## config.mk

```make
export PLATFORM = sky130hd
export DESIGN_NAME = fib_display
export DESIGN_NICKNAME = d
export VERILOG_FILES = /design/src/rtl/fib_pkg.sv /design/src/rtl/bin2bcd_seq.sv /design/src/rtl/fib_display.sv
export SDC_FILE = /design/constraint.sdc
export NUM_CORES = 1
export LEC_CHECK = 0
export ABC_CLOCK_PERIOD_IN_PS = 3500
export BUFFER_PORTS_ARGS = -buffer_cell sky130_fd_sc_hd__clkbuf_2
export CORE_ASPECT_RATIO = 0.7
export CORE_MARGIN = 2
export CORE_UTILIZATION = 60
export DETAILED_ROUTE_END_ITERATION = 12
export PLACE_DENSITY = 0.84
export SLEW_MARGIN = 25
export SYNTH_ARGS = -nofsm -noshare
export SYNTH_HDL_FRONTEND = slang
export SYNTH_SLANG_ARGS = --single-unit
```

## constraint.sdc

```tcl
create_clock -name clk -period 3.5 [get_ports clk]
set_input_delay 0 -clock clk [delete_from_list [all_inputs] [get_ports clk]]
set_output_delay 0 -clock clk [all_outputs]
set_load 0.005 [all_outputs]
```

## src/rtl/fib_pkg.sv

```systemverilog
// Shared definitions for the Fibonacci display path: conversion FSM
// states, BCD geometry and the active-low 7-segment glyph table.
package fib_pkg;

    typedef enum logic [1:0] {
        IDLE   = 2'd0,
        CONV   = 2'd1,
        COMMIT = 2'd2
    } fsm_state_e;

    localparam int N_BCD = 5;
    localparam int BIN_W = 16;
    localparam int BCD_W = 4 * N_BCD;
    localparam int SR_W  = BCD_W + BIN_W;

    // Active-low segments: [7:1] = a..g, [0] = dp (kept off).
    localparam logic [7:0] SEG_BLANK = 8'hFF;
    localparam logic [7:0] SEG_LUT [10] = '{
        8'h03, 8'h9F, 8'h25, 8'h0D, 8'h99,
        8'h49, 8'h41, 8'h1F, 8'h01, 8'h09
    };

    // Glyph for one BCD nibble; anything outside 0..9 shows dark.
    function automatic logic [7:0] seg_decode(input logic [3:0] nib);
        logic [7:0] seg;
        seg = SEG_BLANK;
        for (int i = 0; i < 10; i++) begin
            if (nib == 4'(i)) seg = SEG_LUT[i];
        end
        return seg;
    endfunction

endpackage

```

## src/rtl/bin2bcd_seq.sv

```systemverilog
// Sequential double-dabble converter: 16-bit binary to 5 BCD digits in
// 18 cycles from strobe to visible result, with a one-deep pending slot.
//
// Handshake: f_valid is a one-cycle strobe with no ready; the producer is
// never stalled. A strobe while busy lands in the pending slot, and a newer
// strobe overwrites an older pending value. bcd only changes in COMMIT, so
// downstream logic never sees a half-converted value.
module bin2bcd_seq
    import fib_pkg::*;
(
    input  logic              clk,
    input  logic              rst,
    input  logic              f_valid,
    input  logic [BIN_W-1:0]  f_out,
    output logic              busy,
    output logic [BCD_W-1:0]  bcd
);

    fsm_state_e         state;
    logic [SR_W-1:0]    sr;
    logic [SR_W-1:0]    sr_next;
    logic [3:0]         iter;
    logic               pend;
    logic [BIN_W-1:0]   pend_val;

    // One double-dabble step: add 3 to every BCD nibble >= 5, then shift.
    function automatic logic [SR_W-1:0] dabble_step(input logic [SR_W-1:0] cur);
        logic [SR_W-1:0] adj;
        logic [3:0]      nib;
        adj = cur;
        for (int k = 0; k < N_BCD; k++) begin
            nib = cur[BIN_W + 4*k +: 4];
            if (nib >= 4'd5) nib = nib + 4'd3;
            adj[BIN_W + 4*k +: 4] = nib;
        end
        return {adj[SR_W-2:0], 1'b0};
    endfunction

    // Next shift-register value for the current iteration.
    always_comb begin
        sr_next = dabble_step(sr);
    end

    // Conversion FSM, pending slot and result register.
    always_ff @(posedge clk or posedge rst) begin
        if (rst) begin
            state    <= IDLE;
            sr       <= '0;
            iter     <= '0;
            pend     <= 1'b0;
            pend_val <= '0;
            busy     <= 1'b0;
            bcd      <= '0;
        end else begin
            case (state)
                IDLE: begin
                    if (f_valid) begin
                        sr    <= {{BCD_W{1'b0}}, f_out};
                        iter  <= '0;
                        busy  <= 1'b1;
                        state <= CONV;
                    end
                end
                CONV: begin
                    sr   <= sr_next;
                    iter <= iter + 4'd1;
                    if (f_valid) begin
                        pend     <= 1'b1;
                        pend_val <= f_out;
                    end
                    if (iter == 4'd15) state <= COMMIT;
                end
                COMMIT: begin
                    bcd  <= sr[SR_W-1:BIN_W];
                    iter <= '0;
                    if (pend) begin
                        // Start on the stored value; a strobe arriving now
                        // becomes the new pending value.
                        sr    <= {{BCD_W{1'b0}}, pend_val};
                        state <= CONV;
                        if (f_valid) pend_val <= f_out;
                        else         pend     <= 1'b0;
                    end else if (f_valid) begin
                        // Equivalent to parking it in pending and consuming it at once.
                        sr    <= {{BCD_W{1'b0}}, f_out};
                        state <= CONV;
                    end else begin
                        busy  <= 1'b0;
                        state <= IDLE;
                    end
                end
                default: begin
                    busy  <= 1'b0;
                    state <= IDLE;
                end
            endcase
        end
    end

endmodule

```

## src/rtl/fib_display.sv

```systemverilog
// Fibonacci term display: converts each strobed 16-bit term to BCD and
// scan-multiplexes the 5 digits onto an N_AN-digit common-anode display.
// Optional build macro LEADING_ZERO_BLANK_EN darkens leading zero digits
// (digit 0 always shows); without it all 5 digits show, zeros included.
module fib_display
    import fib_pkg::*;
#(
    parameter int DIGIT_PERIOD = 100000,
    parameter int N_AN         = 8
)(
    input  logic              clk,
    input  logic              rst,
    input  logic              f_valid,
    input  logic [BIN_W-1:0]  f_out,
    output logic              busy,
    output logic [BCD_W-1:0]  bcd,
    output logic [N_AN-1:0]   an,
    output logic [7:0]        dec_ddp
);

    localparam int CNT_W = (DIGIT_PERIOD > 1) ? $clog2(DIGIT_PERIOD) : 1;
    localparam int IDX_W = (N_AN > 1) ? $clog2(N_AN) : 1;

    logic [CNT_W-1:0] scan_cnt;
    logic [IDX_W-1:0] digit_idx;

    bin2bcd_seq u_conv (
        .clk     (clk),
        .rst     (rst),
        .f_valid (f_valid),
        .f_out   (f_out),
        .busy    (busy),
        .bcd     (bcd)
    );

    // Free-running scan timer; each wrap advances to the next anode.
    always_ff @(posedge clk or posedge rst) begin
        if (rst) begin
            scan_cnt  <= '0;
            digit_idx <= '0;
        end else if (scan_cnt == CNT_W'(DIGIT_PERIOD - 1)) begin
            scan_cnt  <= '0;
            digit_idx <= (digit_idx == IDX_W'(N_AN - 1)) ? '0 : digit_idx + 1'b1;
        end else begin
            scan_cnt  <= scan_cnt + 1'b1;
        end
    end

    // One-hot-low anode for the digit being lit.
    always_comb begin
        an = ~(N_AN'(1) << digit_idx);
    end

`ifdef LEADING_ZERO_BLANK_EN
    logic [N_BCD-1:0] lead_zero;

    // Digit k (k >= 1) is a leading zero when it and all higher digits are 0.
    always_comb begin
        lead_zero[0] = 1'b0;
        for (int k = 1; k < N_BCD; k++) begin
            lead_zero[k] = ((bcd >> (4*k)) == '0);
        end
    end
`endif

    // Segment pattern for the selected digit; positions past the BCD width stay dark.
    always_comb begin
        dec_ddp = SEG_BLANK;
        for (int k = 0; k < N_BCD; k++) begin
            if (int'(digit_idx) == k) begin
`ifdef LEADING_ZERO_BLANK_EN
                dec_ddp = lead_zero[k] ? SEG_BLANK : seg_decode(bcd[4*k +: 4]);
`else
                dec_ddp = seg_decode(bcd[4*k +: 4]);
`endif
            end
        end
    end

endmodule

```

==> flow_summary.rst, run 1 <==
.. list-table::
   :header-rows: 1

   * - Metric
     - Value
   * - Post-synth design cell area
     - 0.00567 mm²
   * - IO Count
     - 56
   * - Hold Fails Final Rpt
     - 0
   * - Count of inserted antenna diode cells
     - 0
   * - PwrDens
     - just under 500 mW/mm²
   * - Outcome
     - complete, no violations
   * - Number of pins with negative max-slew slack in the final report
     - 0
   * - Pre-antenna DRT Iters
     - 7
   * - Area of the core region
     - 0.00911 mm²
   * - Post-CTS repair timing setup buffer count
     - 0
   * - Worst rel slew slack
     - 44.1%
   * - Setup repair after global routing missed its margin
     - no
   * - Area share of the leading cell type in the synthesized netlist
     - between 40% and 50%
   * - Clock edge transition at the registers on the reported setup and hold paths
     - about 0.06 ns
   * - CTS tree
     - done
   * - Final Setup Violations
     - 0
   * - Maximum number of pins on one net before global-route repair
     - 82
   * - Achievable clock frequency
     - 385 MHz
   * - Hpwl dp
     - 8.36 mm
   * - Count of synthesis-stage warnings from yosys
     - 0
   * - Class of the tightest hold or removal check
     - in -> reg
   * - Number of different library cells in the post-synthesis netlist
     - 63
   * - Flip-flop and latch count after synthesis
     - 100
   * - Area of the die
     - 0.0103 mm²
   * - Primary FF master, synth
     - sky130_fd_sc_hd__dfrtp_1
   * - Clock buffer count from CTS
     - 9
   * - Number of maximum-capacitance constraint violations
     - 0
   * - Number of antenna violations at the first check in global routing
     - 0
   * - Final critical-path required period
     - 2.60 ns
   * - Leakage power total
     - between 2 and 3 nW
   * - Area overhead of the layout relative to synthesis
     - 13.1%
   * - First-iteration detailed-routing DRC count
     - 617
   * - Post-detailed-route wirelength per cell
     - 16.2 µm
   * - Clock Root Buffer
     - sky130_fd_sc_hd__clkbuf_16
   * - Clock Skews
     - 0.00398 ns
   * - Worst setup slack after placement
     - about 1.1 ns
   * - Post-Route Hold Slack
     - roughly 0.047 ns
   * - Horizontal die dimension
     - 120 µm
   * - Crit path arrival time
     - 2.60 ns
   * - Sequential element share of the synthesized area
     - between 40 and 50%
   * - Remaining antenna violation count after routing
     - 0
   * - Worst Setup End Kind
     - output pin
   * - Cell types occupying the most area after synthesis
     - sky130_fd_sc_hd__dfrtp_1, sky130_fd_sc_hd__mux2_2, sky130_fd_sc_hd__ha_1, sky130_fd_sc_hd__o21ai_0, sky130_fd_sc_hd__nand2_1
   * - Library cell occupying the most area in the post-synthesis netlist
     - sky130_fd_sc_hd__dfrtp_1
   * - CP Data Required Time
     - 3.50 ns
   * - Final Util
     - 70.4%
   * - Starting utilization of the core area
     - about 62%
   * - Number of nets in the synthesized netlist
     - ~640
   * - Number of enable flip-flop cells after synthesis
     - 0
   * - Number of clock sinks
     - 100
   * - Worst Setup Path Type
     - reg -> out
   * - Sort of element at the start of the critical path
     - flip-flop
   * - H-tree Lvls
     - 3
   * - Total wirelength of the detailed-routed design
     - 12.5 mm
   * - Max Buffers Root-to-Sink
     - 2
   * - Setup TNS after final layout
     - 0 ns
   * - Number of global-route vias before repair
     - roughly 4500
   * - Post-route DRC
     - 0
   * - Final-stage net count
     - between 600 and 700
   * - Synth Instances
     - 601
   * - Height of the chip
     - 85.3 µm
   * - Clock latency of the later-clocked register in the worst-skew pair
     - 0.34 ns
   * - Actual transition at the worst max-transition pin
     - 0.838 ns
   * - Asr flop ratio synth
     - 100%
   * - Via count normalized by instance count
     - 6.05
   * - Maximum VDD drop
     - 0.000257 V
   * - Total global routing overflow
     - 0
   * - Number of port buffers
     - 54
   * - Global-route usage over all layers
     - 25.7%
   * - Layout cell share with drive strength beyond 1
     - 17.9%
   * - Minimum setup slack in the final design
     - 0.902 ns
   * - Worst-case register-to-register setup slack
     - 1.03 ns
   * - Share of the cycle needed by the critical path after routing
     - between 70% and 80%
   * - Vias
     - 4667
   * - Worst Path Max Fanout
     - 6
   * - Row cnt
     - 29
   * - Global-route wire length before repair
     - ~21 mm
   * - Mean Syn Cell Area
     - 9.44 µm²
   * - Gpl congestion
     - 0.862
synth_stat cells (all sizes together) (3+ instances only):
library cell	instances
o311ai	3
nor2	39
mux2i	3
dfrtp	100
o21a	5
a21oi	25
a31oi	3
ha	23
buf	10
and3	4
nand2	68
o221ai	3
o22ai	4
nor2b	12
a211oi	5
nand4	3
a21o	4
nand2b	15
mux2	34
clkbuf	34
o31ai	3
nor3	11
xor2	6
a222oi	15
and2	4
a22o	15
inv	26
xnor2	14
o21ai	57
nand3	18
per-layer routing:
layer | vias to the layer above | routed length, µm | global-route usage [%]
met4 | 0 | 196 | 9.20
met3 | 20 | 779 | 6.59
li1 | 2228 | - | -
met5 | - | 0 | 0
met2 | 161 | 6100 | 41.7
met1 | 2258 | 5450 | 33.8
worst paths after layout:
check	end	start	cells after the start
max reg2reg	u_conv.sr[5]	u_conv.state[0]	8
min	u_conv.pend	f_valid	3
max	dec_ddp[3]	digit_idx[1]	8
min in group asynchronous	u_conv.pend_val[9]	rst	3
max in group asynchronous	scan_cnt[8]	rst	4
min reg2reg	scan_cnt[13]	scan_cnt[13]	1
state kept, by name (all words and copies together) (netlist names):
register and flops:
u_conv.bcd 20, u_conv.sr 36, u_conv.state 2, digit_idx 3, u_conv.iter 4, u_conv.pend_val 16
u_conv.pend 1, scan_cnt 17, u_conv.busy 1
cell usage in the layout, fill, tap and decap left out, types with 4 or more instances in the layout:
cell	n
sky130_fd_sc_hd__nand2b_1	15
sky130_fd_sc_hd__nor3_1	11
sky130_fd_sc_hd__a222oi_1	15
sky130_fd_sc_hd__mux2_2	34
sky130_fd_sc_hd__nor2_1	39
sky130_fd_sc_hd__xnor2_1	14
sky130_fd_sc_hd__buf_4	4
sky130_fd_sc_hd__a22o_1	15
sky130_fd_sc_hd__xor2_1	6
sky130_fd_sc_hd__and3_1	4
sky130_fd_sc_hd__nand2_1	67
sky130_fd_sc_hd__clkbuf_2	54
sky130_fd_sc_hd__dfrtp_1	100
sky130_fd_sc_hd__dlygate4sd3_1	17
sky130_fd_sc_hd__o22ai_1	4
sky130_fd_sc_hd__clkbuf_16	9
sky130_fd_sc_hd__o21ai_0	55
sky130_fd_sc_hd__and2_1	4
sky130_fd_sc_hd__nor2b_1	12
sky130_fd_sc_hd__o21a_1	5
sky130_fd_sc_hd__a211oi_1	5
sky130_fd_sc_hd__a21o_1	4
sky130_fd_sc_hd__nand3_1	18
sky130_fd_sc_hd__a21oi_1	25
sky130_fd_sc_hd__ha_1	23
sky130_fd_sc_hd__inv_1	25
repair_timing:
action,CTS,global route
endpoints found under the hold margin,98,0
resized for setup,0,0
hold buffers,17,0
stage by stage:
stage               instances  area, µm²  total power, mW
finish                    771       6410             3.09
global route              771       6410             3.24
CTS                       771       6410             3.10
detailed placement        739       5940             2.05
global placement          739       5940             2.00
floorplan                 601       5670             1.89
cell type report:
type	count	area [µm²]
Clock buffer	10	229
Clock inverter	5	77.6
Fill cell	666	2690
Inverter	26	103
Multi-Input combinational cell	431	2880
Sequential cell	100	2500
Tap cell	124	155
Timing Repair Buffer	75	470
cell families after synthesis:
logic type	Yosys count	synth area share [%]
flip-flops	100	44.1
AO/OA/AOI/OAI	164	19.6
multiplexers	37	7.28
other	1	0.0661
adder cells (fa/ha/maj)	23	5.07
AND/OR/NAND/NOR	186	15.6
buffers and inverters	70	5.14
XOR/XNOR	20	3.09
where the power goes:
part	internal (mW)	switching, mW
Sequential	1.35	0.131
Combinational	0.247	0.326
Clock	0.620	0.409
Total	2.22	0.866
worst max-delay path: stages, from the launching register on:
cell and delay, ns:
sky130_fd_sc_hd__dfrtp_1 0.40, sky130_fd_sc_hd__inv_1 0.12, sky130_fd_sc_hd__ha_1 0.29, sky130_fd_sc_hd__nand2b_1 0.17
sky130_fd_sc_hd__a2111oi_0 0.40, sky130_fd_sc_hd__a211oi_1 0.13, sky130_fd_sc_hd__o311ai_0 0.44, sky130_fd_sc_hd__o21ai_0 0.16
sky130_fd_sc_hd__clkbuf_2 0.14
Power figures use the tool's default switching activity.
==> inputs of run 2 (changes only) <==
--- a/config.mk
+++ b/config.mk
@@ -5,13 +5,13 @@
 export SDC_FILE = /design/constraint.sdc
 export NUM_CORES = 1
 export LEC_CHECK = 0
-export ABC_CLOCK_PERIOD_IN_PS = 3500
+export ABC_CLOCK_PERIOD_IN_PS = 2200
 export BUFFER_PORTS_ARGS = -buffer_cell sky130_fd_sc_hd__clkbuf_2
 export CORE_ASPECT_RATIO = 0.7
 export CORE_MARGIN = 2
-export CORE_UTILIZATION = 60
+export CORE_UTILIZATION = 54
 export DETAILED_ROUTE_END_ITERATION = 12
-export PLACE_DENSITY = 0.84
+export PLACE_DENSITY = 0.8
 export SLEW_MARGIN = 25
 export SYNTH_ARGS = -nofsm -noshare
 export SYNTH_HDL_FRONTEND = slang
==> constraint.sdc (replaced) <==
create_clock -name clk -period 2.2 [get_ports clk]
set_input_delay 0 -clock clk [delete_from_list [all_inputs] [get_ports clk]]
set_output_delay 0 -clock clk [all_outputs]
set_load 0.005 [all_outputs]
==> run 2 against run 1 <==
Clock skew rose by 0.0014 ns. Worst setup slack lost 0.85 ns. Non-clock buffer count increased by 17. Global-route usage shrank 2.0 points. Clock power rose by 74%. Critical path type unchanged.
==> flow_summary.rst, run 2 (synthesis gave the netlist of run 1 again) <==
.. list-table::
   :header-rows: 1

   * - Metric
     - Value
   * - PwrDens
     - 760 mW/mm² (was 481 mW/mm²)
   * - Worst Setup Path Type
     - reg -> out (unchanged)
   * - Minimum setup slack in the final design
     - 0.0506 ns (was 0.902 ns)
   * - Via count normalized by instance count
     - 5.95 (was 6.05)
   * - Class of the tightest hold or removal check
     - in -> reg (unchanged)
   * - Clock latency of the later-clocked register in the worst-skew pair
     - 0.35 ns (was 0.34 ns)
   * - Count of inserted antenna diode cells
     - 0 (unchanged)
   * - Stage delay of the slowest cell on the critical path
     - 0.41 ns (was 0.44 ns)
   * - Total internal power
     - 3.69 mW (was 2.22 mW)
   * - Number of maximum-capacitance constraint violations
     - 0 (unchanged)
   * - Clock Root Buffer
     - sky130_fd_sc_hd__clkbuf_16 (unchanged)
   * - First-iteration detailed-routing DRC count
     - 453 (was 617)
   * - Number of pins with negative max-slew slack in the final report
     - 0 (unchanged)
   * - Number of flip-flops under the largest register name
     - 36 (unchanged)
   * - Crit-path slowest cell
     - sky130_fd_sc_hd__dfrtp_1 (was sky130_fd_sc_hd__o311ai_0)
   * - Worst Setup End Kind
     - output pin (unchanged)
   * - Maximum number of pins on one net before global-route repair
     - 67 (was 82)
   * - Actual transition at the worst max-transition pin
     - 0.617 ns (was 0.838 ns)
   * - Hold Fails Final Rpt
     - 0 (unchanged)
   * - Achievable clock frequency
     - 465 MHz
   * - Area of the core region
     - 0.0103 mm² (was 0.00911 mm²)
   * - Leakage power total
     - 3.02 nW (was 2.89 nW)
   * - CTS tree
     - done (unchanged)
   * - Number of global-route vias before repair
     - 4636 (was 4517)
   * - Share of total power in the clock network
     - 35.2% (was 33.3%)
   * - Total wirelength of the detailed-routed design
     - 13.0 mm (was 12.5 mm)
   * - Final-stage net count
     - 702 (was 685)
   * - Post-route DRC
     - 0 (unchanged)
   * - Share of the cycle needed by the critical path after routing
     - 97.7%
   * - Worst rel slew slack
     - 58.9% (was 44.1%)
   * - Global-route usage over all layers
     - 23.7% (was 25.7%)
   * - Most common library cell in the layout ignoring fill and taps
     - sky130_fd_sc_hd__dfrtp_1 (unchanged)
   * - Row cnt
     - 31 (was 29)
   * - Clock Skews
     - 0.00537 ns (was 0.00398 ns)
   * - Post-Route Hold Slack
     - 0.0823 ns (was 0.0475 ns)
   * - Height of the chip
     - 89.7 µm (was 85.3 µm)
   * - Horizontal die dimension
     - 126 µm (was 120 µm)
   * - Max Buffers Root-to-Sink
     - 2 (unchanged)
   * - Hpwl dp
     - 8.75 mm (was 8.36 mm)
   * - Worst-case register-to-register setup slack
     - 0.17 ns (was 1.03 ns)
   * - Worst setup slack after placement
     - 0.102 ns (was 1.09 ns)
   * - Remaining antenna violation count after routing
     - 0 (unchanged)
   * - CP Data Required Time
     - 2.20 ns (was 3.50 ns)
   * - NetSw
     - 1.41 mW (was 866 µW)
   * - Top register by number of flip-flops
     - u_conv.sr (unchanged)
   * - Gpl congestion
     - 0.917 (was 0.862)
   * - Vias
     - 4733 (was 4667)
   * - Total global routing overflow
     - 0 (unchanged)
   * - Setup repair after global routing missed its margin
     - yes (was no)
   * - Final critical-path required period
     - about 2.1 ns
   * - Outcome
     - complete, no violations (unchanged)
   * - Power share of the combinational group
     - 18.4% (was 18.6%)
   * - Number of clock sinks
     - 100 (unchanged)
   * - Worst Path Max Fanout
     - 6 (unchanged)
   * - Post-detailed-route wirelength per cell
     - 16.4 µm (was 16.2 µm)
   * - Starting utilization of the core area
     - 55.2% (was 62.3%)
   * - Number of antenna violations at the first check in global routing
     - 0 (unchanged)
   * - Crit path arrival time
     - 2.15 ns (was 2.60 ns)
   * - Sequential Power Share
     - 46.4% (was 48.1%)
   * - Switching share of total power
     - 27.6% (was 28.0%)
   * - Pre-antenna DRT Iters
     - 8 (was 7)
   * - Number of port buffers
     - 54 (unchanged)
   * - Area overhead of the layout relative to synthesis
     - 18.2% (was 13.1%)
   * - CP cell instances
     - inv_2 > ha_4 > nand2b_1 > a2111oi_2 > a211oi_1 > o311ai_1 > o21ai_1 > clkbuf_2 (was inv_1 > ha_1 > nand2b_1 > a2111oi_0 > a211oi_1 > o311ai_0 > o21ai_0 > clkbuf_2)
   * - Largest registers
     - u_conv.sr (36), u_conv.bcd (20), scan_cnt (17) (unchanged)
   * - H-tree Lvls
     - 3 (unchanged)
   * - Clock buffer count from CTS
     - 9 (unchanged)
   * - Area of the die
     - 0.0114 mm² (was 0.0103 mm²)
   * - Clock edge transition at the registers on the reported setup and hold paths
     - 0.07 ns (was 0.06 ns)
   * - Layout cell share with drive strength beyond 1
     - 23.5% (was 17.9%)
   * - Global-route wire length before repair
     - 22.1 mm (was 21.2 mm)
   * - Commonest cells after routing, fill and taps aside
     - sky130_fd_sc_hd__dfrtp_1, sky130_fd_sc_hd__nand2_1, sky130_fd_sc_hd__o21ai_0, sky130_fd_sc_hd__clkbuf_2, sky130_fd_sc_hd__nor2_1 (unchanged)
   * - IO Count
     - 56 (unchanged)
   * - Maximum VDD drop
     - 0.000547 V (was 0.000257 V)
   * - Sort of element at the start of the critical path
     - flip-flop (unchanged)
   * - Final Setup Violations
     - 0 (unchanged)
==> run 2: cell count changes in the layout (fill, tap and decap cells not counted), moves of 2 or more <==
cell and change:
sky130_fd_sc_hd__inv_1 -4, sky130_fd_sc_hd__and2_2 +2, sky130_fd_sc_hd__o41ai_1 -2, sky130_fd_sc_hd__buf_4 +14, sky130_fd_sc_hd__dfrtp_2 +5, sky130_fd_sc_hd__and2_1 -2
sky130_fd_sc_hd__o41ai_2 +2, sky130_fd_sc_hd__ha_1 -2, sky130_fd_sc_hd__inv_2 +3, sky130_fd_sc_hd__dfrtp_1 -5, sky130_fd_sc_hd__buf_12 +3
==> run 2: metal layers <==
metal	GRT usage, %	share of wire, %
met5	0	0
met4	9.34	1.3
met3	5.48	5.6
met2	37.1	48
met1	32.2	45
==> run 2: timing repair <==
action	in CTS	in global routing
pin swaps	1	3
endpoints found under the hold margin	124	0
resized for setup	18	10
hold buffers	17	0
buffers inserted	0	5
setup endpoints to repair	7	21
==> run 2: path summary, 6_finish.rpt <==
| kind | startpoint | end | cells after the start |
|---|---|---|---|
| max | digit_idx[1] | dec_ddp[3] | 8 |
| min | f_valid | u_conv.pend | 3 |
| max reg2reg | scan_cnt[12] | digit_idx[0] | 6 |
| min reg2reg | scan_cnt[0] | scan_cnt[0] | 1 |
| max in group asynchronous | rst | u_conv.bcd[14] | 4 |
| min in group asynchronous | rst | u_conv.pend_val[11] | 3 |
==> run 2: area by class of cell <==
type | count | area (µm²)
multi-input combinational | 431 | 2950
clock inverter | 6 | 113
fill | 783 | 3570
clock buffer | 9 | 225
tap | 132 | 165
sequential | 100 | 2510
inverter | 26 | 104
timing repair buffer | 92 | 636
==> run 2: through the flow <==
stage	instance area (µm²)	utilization (%)	setup TNS, ns	total power, mW	std cells
final	6700	65.2	0	5.09	796
after global placement	6070	59.1	0	3.22	759
after CTS	6640	64.6	0	5.11	791
after floorplan	5680	-	0	3.01	601
after detailed placement	6070	59.1	0	3.29	759
after global routing	6700	65.2	-0.118	5.35	796
==> run 2: power groups by stage <==
stage | clock network, mW | registers (mW) | logic (mW)
6_report | 1.79 | 2.36 | 0.939
5_1_grt | 1.91 | 2.40 | 1.04
4_1_cts | 1.83 | 2.35 | 0.931
3_5_place_dp | 0 | 2.38 | 0.912
3_3_place_gp | 0 | 2.36 | 0.855
2_1_floorplan | 0 | 2.32 | 0.688
==> run 2: critical path: cells and delay by family (launching register included) <==
kind | cells | cell delay, ns
AOI/OAI and AO/OA | 4 | 0.91
buffers and inverters | 2 | 0.25
and+or+nand+nor | 1 | 0.08
adders and majority gates | 1 | 0.16
DFF | 1 | 0.41
